[src/rtl/mem_access_ctrl.sv]
// mem_access_ctrl: load/store front end between the pipeline and a split
// address/data handshake bus. It checks alignment, drives byte lanes,
// extracts and extends load data, and handles flush and timeout cases.
module mem_access_ctrl #(
    parameter int ADDR_W      = 32,
    parameter int TIMEOUT_CYC = 1023
) (
    input  logic              clk_i,
    input  logic              rst_i,
    input  logic              req_valid_i,
    output logic              req_ready_o,
    input  logic [2:0]        op_i,
    input  logic [ADDR_W-1:0] addr_i,
    input  logic [31:0]       wdata_i,
    input  logic              excp_in_i,
    input  logic              flush_i,
    output logic              bus_req_o,
    output logic              bus_we_o,
    output logic [ADDR_W-1:0] bus_addr_o,
    output logic [3:0]        bus_sel_o,
    output logic [31:0]       bus_wdata_o,
    input  logic              bus_addr_ok_i,
    input  logic              bus_data_ok_i,
    input  logic [31:0]       bus_rdata_i,
    output logic              resp_valid_o,
    output logic [31:0]       rdata_o,
    output logic              adel_o,
    output logic              ades_o,
    output logic [ADDR_W-1:0] bad_addr_o,
    output logic              err_o,
    output logic              stall_o
);

    localparam logic [2:0] OP_LB  = 3'd0;
    localparam logic [2:0] OP_LBU = 3'd1;
    localparam logic [2:0] OP_LH  = 3'd2;
    localparam logic [2:0] OP_LHU = 3'd3;
    localparam logic [2:0] OP_LW  = 3'd4;
    localparam logic [2:0] OP_SB  = 3'd5;
    localparam logic [2:0] OP_SH  = 3'd6;

    // Last counter value still allowed in a wait state.
    localparam logic [15:0] TMO_LAST = 16'(TIMEOUT_CYC - 1);

    typedef enum logic [2:0] {
        S_IDLE  = 3'd0,
        S_ADDR  = 3'd1,
        S_DATA  = 3'd2,
        S_DRAIN = 3'd3,
        S_RESP  = 3'd4
    } state_t;

    // Access size: 0 = byte, 1 = half, 2 = word.
    function automatic logic [1:0] op_size(input logic [2:0] op);
        case (op)
            OP_LB, OP_LBU, OP_SB: op_size = 2'd0;
            OP_LH, OP_LHU, OP_SH: op_size = 2'd1;
            default:              op_size = 2'd2;
        endcase
    endfunction

    function automatic logic is_store(input logic [2:0] op);
        is_store = (op >= OP_SB);
    endfunction

    function automatic logic misaligned(input logic [2:0] op, input logic [1:0] lo);
        case (op_size(op))
            2'd1:    misaligned = lo[0];
            2'd2:    misaligned = (lo != 2'b00);
            default: misaligned = 1'b0;
        endcase
    endfunction

    function automatic logic [3:0] lane_sel(input logic [2:0] op, input logic [1:0] lo);
        case (op_size(op))
            2'd0:    lane_sel = 4'b0001 << lo;
            2'd1:    lane_sel = 4'b0011 << lo;
            default: lane_sel = 4'b1111;
        endcase
    endfunction

    // Store data is replicated so every enabled lane carries the operand.
    function automatic logic [31:0] store_data(input logic [2:0] op, input logic [31:0] wd);
        case (op_size(op))
            2'd0:    store_data = {4{wd[7:0]}};
            2'd1:    store_data = {2{wd[15:0]}};
            default: store_data = wd;
        endcase
    endfunction

    // Pick the addressed lane and extend it; stores yield zero.
    function automatic logic [31:0] load_data(input logic [2:0] op, input logic [1:0] lo,
                                              input logic [31:0] rd);
        logic [7:0]  b;
        logic [15:0] h;
        b = 8'(rd >> {lo, 3'b000});
        h = lo[1] ? rd[31:16] : rd[15:0];
        case (op)
            OP_LB:   load_data = {{24{b[7]}}, b};
            OP_LBU:  load_data = {24'd0, b};
            OP_LH:   load_data = {{16{h[15]}}, h};
            OP_LHU:  load_data = {16'd0, h};
            OP_LW:   load_data = rd;
            default: load_data = 32'd0;
        endcase
    endfunction

    state_t              state_r;
    state_t              state_nx_s;
    logic [2:0]          op_r;
    logic [ADDR_W-1:0]   addr_r;
    logic [31:0]         wdata_r;
    logic [15:0]         cnt_r;
    logic                drain_pend_r;
    logic [31:0]         rdata_r;
    logic [ADDR_W-1:0]   bad_addr_r;
    logic                adel_r;
    logic                ades_r;
    logic                err_r;

    logic ready_s;
    logic accept_s;
    logic mis_s;
    logic fault_s;
    logic tmo_s;
    logic resp_fault_s;
    logic resp_data_s;
    logic resp_tmo_s;
    logic in_addr_s;

    assign ready_s      = (state_r == S_IDLE) & ~flush_i;
    assign accept_s     = req_valid_i & ready_s;
    assign mis_s        = misaligned(op_i, addr_i[1:0]);
    assign fault_s      = excp_in_i | mis_s;
    assign tmo_s        = (cnt_r == TMO_LAST);
    assign in_addr_s    = (state_r == S_ADDR);
    assign resp_fault_s = accept_s & fault_s;
    assign resp_data_s  = ~flush_i & bus_data_ok_i &
                          ((in_addr_s & bus_addr_ok_i) | (state_r == S_DATA));
    assign resp_tmo_s   = ~flush_i & tmo_s &
                          ((in_addr_s & ~bus_addr_ok_i) | ((state_r == S_DATA) & ~bus_data_ok_i));

    // State register.
    always_ff @(posedge clk_i or posedge rst_i) begin
        if (rst_i) begin
            state_r <= S_IDLE;
        end else begin
            state_r <= state_nx_s;
        end
    end

    // Next-state logic; flush always wins over timeout.
    always_comb begin
        state_nx_s = state_r;
        case (state_r)
            S_IDLE: begin
                if (accept_s) begin
                    state_nx_s = fault_s ? S_RESP : S_ADDR;
                end else begin
                    state_nx_s = S_IDLE;
                end
            end
            S_ADDR: begin
                if (flush_i) begin
                    // An accepted address still owes a data beat unless it arrived now.
                    state_nx_s = (bus_addr_ok_i & ~bus_data_ok_i) ? S_DRAIN : S_IDLE;
                end else if (bus_addr_ok_i) begin
                    state_nx_s = bus_data_ok_i ? S_RESP : S_DATA;
                end else if (tmo_s) begin
                    state_nx_s = S_RESP;
                end else begin
                    state_nx_s = S_ADDR;
                end
            end
            S_DATA: begin
                if (bus_data_ok_i) begin
                    state_nx_s = flush_i ? S_IDLE : S_RESP;
                end else if (flush_i) begin
                    state_nx_s = S_DRAIN;
                end else if (tmo_s) begin
                    state_nx_s = S_RESP;
                end else begin
                    state_nx_s = S_DATA;
                end
            end
            S_DRAIN: begin
                state_nx_s = bus_data_ok_i ? S_IDLE : S_DRAIN;
            end
            S_RESP: begin
                // A timed-out data phase must still swallow its late data beat.
                state_nx_s = (drain_pend_r & ~bus_data_ok_i) ? S_DRAIN : S_IDLE;
            end
            default: begin
                state_nx_s = S_IDLE;
            end
        endcase
    end

    // Request capture at accept.
    always_ff @(posedge clk_i or posedge rst_i) begin
        if (rst_i) begin
            op_r    <= 3'd0;
            addr_r  <= '0;
            wdata_r <= 32'd0;
        end else if (accept_s) begin
            op_r    <= op_i;
            addr_r  <= addr_i;
            wdata_r <= wdata_i;
        end
    end

    // Wait counter: restarts on entry to each wait state, idles at zero elsewhere.
    always_ff @(posedge clk_i or posedge rst_i) begin
        if (rst_i) begin
            cnt_r <= 16'd0;
        end else if ((state_nx_s != state_r) &&
                     ((state_nx_s == S_ADDR) || (state_nx_s == S_DATA))) begin
            cnt_r <= 16'd0;
        end else if (in_addr_s || (state_r == S_DATA)) begin
            cnt_r <= cnt_r + 16'd1;
        end else begin
            cnt_r <= 16'd0;
        end
    end

    // Response payload, loaded on every transition into S_RESP and held afterwards.
    always_ff @(posedge clk_i or posedge rst_i) begin
        if (rst_i) begin
            rdata_r      <= 32'd0;
            bad_addr_r   <= '0;
            adel_r       <= 1'b0;
            ades_r       <= 1'b0;
            err_r        <= 1'b0;
            drain_pend_r <= 1'b0;
        end else if (resp_fault_s) begin
            rdata_r      <= 32'd0;
            bad_addr_r   <= addr_i;
            adel_r       <= ~excp_in_i & mis_s & ~is_store(op_i);
            ades_r       <= ~excp_in_i & mis_s & is_store(op_i);
            err_r        <= 1'b0;
            drain_pend_r <= 1'b0;
        end else if (resp_data_s) begin
            rdata_r      <= load_data(op_r, addr_r[1:0], bus_rdata_i);
            bad_addr_r   <= addr_r;
            adel_r       <= 1'b0;
            ades_r       <= 1'b0;
            err_r        <= 1'b0;
            drain_pend_r <= 1'b0;
        end else if (resp_tmo_s) begin
            rdata_r      <= 32'd0;
            bad_addr_r   <= addr_r;
            adel_r       <= 1'b0;
            ades_r       <= 1'b0;
            err_r        <= 1'b1;
            drain_pend_r <= (state_r == S_DATA);
        end
    end

    // Output decode from state and held registers.
    always_comb begin
        req_ready_o  = ready_s;
        stall_o      = (state_r != S_IDLE) | accept_s;
        bus_req_o    = in_addr_s;
        if (in_addr_s) begin
            bus_we_o    = is_store(op_r);
            bus_addr_o  = {addr_r[ADDR_W-1:2], 2'b00};
            bus_sel_o   = lane_sel(op_r, addr_r[1:0]);
            bus_wdata_o = store_data(op_r, wdata_r);
        end else begin
            bus_we_o    = 1'b0;
            bus_addr_o  = '0;
            bus_sel_o   = 4'd0;
            bus_wdata_o = 32'd0;
        end
        resp_valid_o = (state_r == S_RESP);
        adel_o       = resp_valid_o & adel_r;
        ades_o       = resp_valid_o & ades_r;
        err_o        = resp_valid_o & err_r;
        rdata_o      = rdata_r;
        bad_addr_o   = bad_addr_r;
    end

endmodule

[config.mk]
export PLATFORM = sky130hd
export DESIGN_NAME = mem_access_ctrl
export DESIGN_NICKNAME = d
export VERILOG_FILES = /design/src/rtl/mem_access_ctrl.sv
export SDC_FILE = /design/constraint.sdc
export NUM_CORES = 1
export LEC_CHECK = 0
export ABC_AREA = 1
export CORE_MARGIN = 5
export CORE_UTILIZATION = 40
export CTS_BUF_LIST = sky130_fd_sc_hd__clkbuf_8
export CTS_CLUSTER_DIAMETER = 60
export DETAILED_ROUTE_END_ITERATION = 7
export PLACE_DENSITY = 0.7
export SYNTH_ARGS = -nofsm -noshare
export SYNTH_HDL_FRONTEND = slang
export SYNTH_SLANG_ARGS = --single-unit
[constraint.sdc]
create_clock -name clk_i -period 11.2 [get_ports clk_i]
set_clock_uncertainty 0.1 [all_clocks]
set_input_delay 2.24 -clock clk_i [delete_from_list [all_inputs] [get_ports clk_i]]
set_output_delay 2.24 -clock clk_i [all_outputs]
set_load 0.1 [all_outputs]
Yosys cells after proc, flatten, opt, wreduce, memory -nomap -nowiden. Index checks and enable logic that the tools add are counted.

Bits in registers: 154. Bits in latches: 0. RAM bits: 0. ROM bits: 0. Bits of input ports: 106. Output and inout port bits: 140. Logic and storage cells: 124. Memories: 0.

Add/sub/neg operators: 1. Multiply operators: 0. Divide/modulo/power cells: 0. Magnitude comparators: 2. Equality and inequality tests: 22. Shifts and indexed selects: 3. Muxes and demuxes: 44. Bitwise operators: 27. Reduce and logical (&&, ||, !) cells: 14.

Operator list (count): 32-bit 2-to-1 mux (8); 32-bit one-hot mux with 5 select lines (1); 32-bit one-hot mux with 2 select lines (1); 16-bit 2-to-1 mux (3); 32-bit by 5-bit >> shifter with 8-bit output (1); 3-bit 2-to-1 mux (10); 3-bit by 2-bit == test with 1-bit output (second input constant) (7); 1-bit AND (18); 3-bit == test (second input constant) (6); 16-bit by 1-bit adder with 16-bit output (second input constant) (1); 16-bit by 10-bit == test with 1-bit output (second input constant) (1); 3-bit one-hot mux with 5 select lines (1); 3-bit by 1-bit == test with 1-bit output (second input constant) (4); 3-bit OR reduction (4); 1-bit 2-to-1 mux (11); 3-bit zero test (3); 2-bit 2-to-1 mux (4); 2-bit one-hot mux with 2 select lines (2); 4-bit one-hot mux with 2 select lines (1); 3-bit >= comparator (second input constant) (2); 3-bit nonzero test (2); 1-bit NOT (5); 2-bit by 1-bit == test with 1-bit output (second input constant) (2); 4-bit 2-to-1 mux (1); 10 further kinds (14).

Logic depth before layout (Yosys ltp).
Depth in word-level cells: 13. Mapped depth: 12. Gate-level depth less buffers: 10.

Least setup slack after synthesis. OpenSTA, ideal clock, no wires.

Path kind: input to output. Start: input flush_i. End: output stall_o. Arrival time: 3851 ps. Required time: 8860 ps. Slack: 5009 ps. Stages on the path: 5. Path through: inv_1 nand4_2 clkbuf_1 clkbuf_1 nand3_1.

Longest elaborated chain between the ends: 4.

RTL lines: start, declared (RTL line 16) `input logic flush_i,`; 1-bit NOT (RTL line 131) `assign ready_s = (state_r == S_IDLE) & ~flush_i;`; 1-bit AND (RTL line 131); 1-bit AND (RTL line 132) `assign accept_s = req_valid_i & ready_s;`; 1-bit bitwise OR (RTL line 262) `stall_o = (state_r != S_IDLE) | accept_s;`; end, declared (RTL line 31) `output logic stall_o`.

Every way passes these cells.

Worst setup path after layout. Ends and elaborated chain as after synthesis.

==> impl_summary.md <==
Synthesis
Summing every instance area after synthesis gives a little over 8000 sq um. The cell count after synthesis is around 1,100. Synthesis instantiated 41 different standard cells from the library. In this run the mean area of a mapped cell was roughly 7.3 sq um. The sequential element share of the synthesized area is a little under half. The number of flip-flops and latches in the synthesized netlist is ~150.

The count of synthesis-stage warnings from yosys is 0.

Layout
From synthesis to final layout, the design area changed by 35.8%. At the end of the flow the core is filled with cells to 55.1%. The final-stage net count is about 1,400. The final cell count without fillers is about 1,600. In the final layout, the share of cells above drive strength 1 is approximately 5.4%.

Critical path
The standard cell with the maximum stage delay on the critical path is sky130_fd_sc_hd__clkdlybuf4s50_1. For the worst flop-to-flop path, the logic depth is 9. The buffers plus inverters on the worst setup path is 4. The critical path launch point type is a primary input.

The critical path endpoint category is an output port. The setup path with the least slack is of type primary input to output port. The start of the worst register-to-register path is state_r[0]. The signal on the critical path passes through clkdlybuf4s50_1 -> inv_1 -> nand4_4 -> buf_4 -> nand3_1 -> clkdlybuf4s50_1. The setup check on the worst reg-to-reg path leaves a slack of approximately 7.7 ns. Along the worst path, the maximum fanout reaches 88. The end of the worst register-to-register path is drain_pend_r. The cell occurring most often along the worst timing path is sky130_fd_sc_hd__clkdlybuf4s50_1. In this run the number of cells on the critical path is 6. The required time at the endpoint of the critical path is ~8.9 ns. The arrival time reported for the critical path endpoint is approximately 4.8 ns. For this run, the slowest stage of the critical path takes between 1 and 1.5 ns. Broken down by cell family, the worst path's largest delay share belongs to buffers and inverters.

Floorplan
The initial utilization of the core area, before any placement, comes to approximately two fifths. The die height is about 150 microns. Row generation in the floorplan step produced 52 rows.

The core region is between 20,000 and 25,000 sq um. The die is 153 microns wide. The area of the die is 23,400 sq um. The count of boundary I/O pins is about 250.

Power
The cell leakage power is 5.34 nW. Of the total power, the share spent switching nets is 57.6%. The design internal power is approximately 0.0014 W. The register share of total power is 27.7%. In this run the power density over the cells is ~300 nW/um^2. The largest vdd supply drop is 0.173 mV.

The combinational power share is 60.2%. The relative contribution of the clock network to total power is 12.1%. The overall power after layout is 0.00338 W. Summed over all nets, the switching power comes to roughly 0.002 W.

Timing
Subtracting the final worst setup slack from the clock period gives just over 7 ns. Setup repair after global routing left no endpoint under its margin. The maximum clock rate is roughly 140 MHz.

The max-slew headroom at the worst pin is 28.1%. The final setup TNS is 0 ns. The count of endpoints failing hold in the final timing report is 0. The max-slew violation count is 0. The pin slew with the least headroom to its limit is ~1.1 ns.

The final worst-path cycle share is 63.3%. Setup violations remaining at the end of the flow were counted as 0.

Clock network
The TritonCTS clock tree is yes. The later pin in the worst-skew pair is clocked with a latency of 0.46 ns. The count of H-tree levels built during CTS is 4. The number of gates given a new drive strength after cts is 0. The count of clock tree sinks is between 150 and 200. The cell at the root of the clock tree is sky130_fd_sc_hd__clkbuf_8. The buffer depth of the longest clock path is 2. The number of buffers added by the clock tree synthesis step is 17. Hold repair after CTS inserted 0 buffers. Buffers added to address setup during post-CTS repair amount to 0. The clock slew at the register clock pins of the worst setup and hold paths is ~0.090 ns.

Drt
The count of nets left with antenna violations once routing finished came out at 0. The residual DRC count is 0. The detail-routed net length per standard cell is roughly 16 microns. For this run, the detailed router's first-pass iteration total came to 5. The per-cell via count in the routed design is slightly above 5.

The detailed router placed approximately 8,100 vias in this run. The starting DRC count in detailed routing is approximately 500. Summed over all layers, the routed wires come to ~26 mm.

Placed design
At the end of routability-driven placement, the weighted congestion stood at 0.900. The HPWL after detailed placement is between 15 and 20 mm. The total of buffers placed on input and output ports is 243. The placed instance count is ~1,600.

Job
Max-cap violations in this run came to 0.

Worst hold path
The worst hold path begins at wdata_r[16]. The path class of the tightest hold or removal check is register to register. The worst hold path passes through 2 cells. The path with the worst hold slack has its endpoint at wdata_r[16].

Global route
The via count of the first global-routing pass is between 7,000 and 8,000. The wire length of the first global-routing pass is around 42 mm. Global routing finished with a remaining overflow of 0. The overall track demand over capacity in global routing is around 22%. The initial antenna violation count was 0. Entering global routing, the biggest net connects 89 pins.

Status
The run finished with clean final reports.
[synthesized netlist by cell type (all sizes together)]
library cell,number,share of area (%)
clkbuf,24,1.1
a21oi,44,2.9
o221ai,6,0.64
nand4,6,0.53
o21a,1,0.092
inv,131,6.0
nor2,91,4.4
nor4,7,0.53
ha,2,0.31
xnor2,1,0.11
o21ai,147,9.0
o22ai,9,0.69
or2,8,0.61
nand2,331,15
clkinv,2,0.092
nand3,86,5.3
o21bai,4,0.41
a21boi,1,0.092
dfrtp,154,47
buf,42,2.9
nor3,8,0.55
a221oi,2,0.21
conb,1,0.046
o211ai,10,0.92
nand3b,1,0.092
[registers in the layout, summed over array words and instances (netlist names)]
register	flops
cnt_r	16
op_r	3
state_r	3
err_r	1
ades_r	1
rdata_o	32
bad_addr_o	32
drain_pend_r	1
adel_r	1
addr_r	32
wdata_r	32
[cells by family (layout without fill, tap and decap cells)]
kind of cell / Yosys count / count (layout) / synth area share (%)
other: 1 / 3 / 0.0458
flip-flops: 154 / 154 / 47.1
AND/OR/NAND/NOR: 538 / 538 / 27.4
XOR/XNOR: 1 / 1 / 0.107
adder cells (fa/ha/maj): 2 / 2 / 0.306
buffers and inverters: 199 / 417 / 10.1
AO/OA/AOI/OAI: 224 / 224 / 15.0
[metal layers]
layer / global-route usage [%] / wire length (microns)
met3: 3.99 / 1430
met1: 29.4 / 11400
met5: 0 / 0
met2: 35.3 / 12200
met4: 10.3 / 1070
[tightest hold or removal path: cells and delay by family, from the launching register on]
family	cells	cell delay (ns)
flops	1	0.35
simple gates	2	0.10
[power groups by stage]
| stage | clock network (W) | logic, W | registers, W |
|---|---|---|---|
| 6_report | 0.000409 | 0.00203 | 0.000936 |
| 5_1_grt | 0.000447 | 0.00216 | 0.000966 |
| 4_1_cts | 0.000421 | 0.00204 | 0.000934 |
| 3_5_place_dp | 0 | 0.00204 | 0.000940 |
| 3_3_place_gp | 0 | 0.00202 | 0.000935 |
| 2_1_floorplan | 0 | 0.000837 | 0.00163 |
[final cells by class]
class | count | area, sq um
Fill cell | 1940 | 9050
Sequential cell | 154 | 3850
Multi-Input combinational cell | 767 | 3540
Timing Repair Buffer | 252 | 2500
Inverter | 133 | 504
Tap cell | 270 | 338
Clock buffer | 17 | 234
Clock inverter | 15 | 145
Antenna cell | 1 | 2.50
[cells in the final DEF (no fill, tap or decap), types with 5 or more instances in the layout]
| cell type | n |
|---|---|
| sky130_fd_sc_hd__o21ai_1 | 44 |
| sky130_fd_sc_hd__clkdlybuf4s50_1 | 243 |
| sky130_fd_sc_hd__o221ai_1 | 6 |
| sky130_fd_sc_hd__nor3_1 | 7 |
| sky130_fd_sc_hd__nand4_1 | 5 |
| sky130_fd_sc_hd__o211ai_1 | 10 |
| sky130_fd_sc_hd__clkbuf_8 | 17 |
| sky130_fd_sc_hd__nor4_1 | 7 |
| sky130_fd_sc_hd__inv_1 | 125 |
| sky130_fd_sc_hd__dfrtp_1 | 154 |
| sky130_fd_sc_hd__nand3_1 | 85 |
| sky130_fd_sc_hd__inv_2 | 6 |
| sky130_fd_sc_hd__or2_2 | 8 |
| sky130_fd_sc_hd__nand2_1 | 327 |
| sky130_fd_sc_hd__o22ai_1 | 9 |
| sky130_fd_sc_hd__buf_4 | 9 |
| sky130_fd_sc_hd__o21ai_0 | 102 |
| sky130_fd_sc_hd__a21oi_1 | 41 |
| sky130_fd_sc_hd__nor2_1 | 86 |
[how the worst max path moves through the flow]
stage	start	endpoint	slack, ns
after floorplan	rst_i	addr_r[0]	4.71
after CTS	flush_i	stall_o	4.03
after detailed placement	flush_i	stall_o	4.02
after global placement	flush_i	stall_o	4.06
final	flush_i	stall_o	4.11
after global routing	flush_i	stall_o	3.90
[through the flow]
stage	instance area (sq um)	hold WS, ns	setup slack (ns)
after global routing	11100	0.400	3.90
after detailed placement	10700	0.360	4.02
after floorplan	8190	0.344	4.71
after global placement	10700	0.360	4.06
final	11100	0.380	4.11
after CTS	11100	0.384	4.03
(Power assumes the default switching activity.)
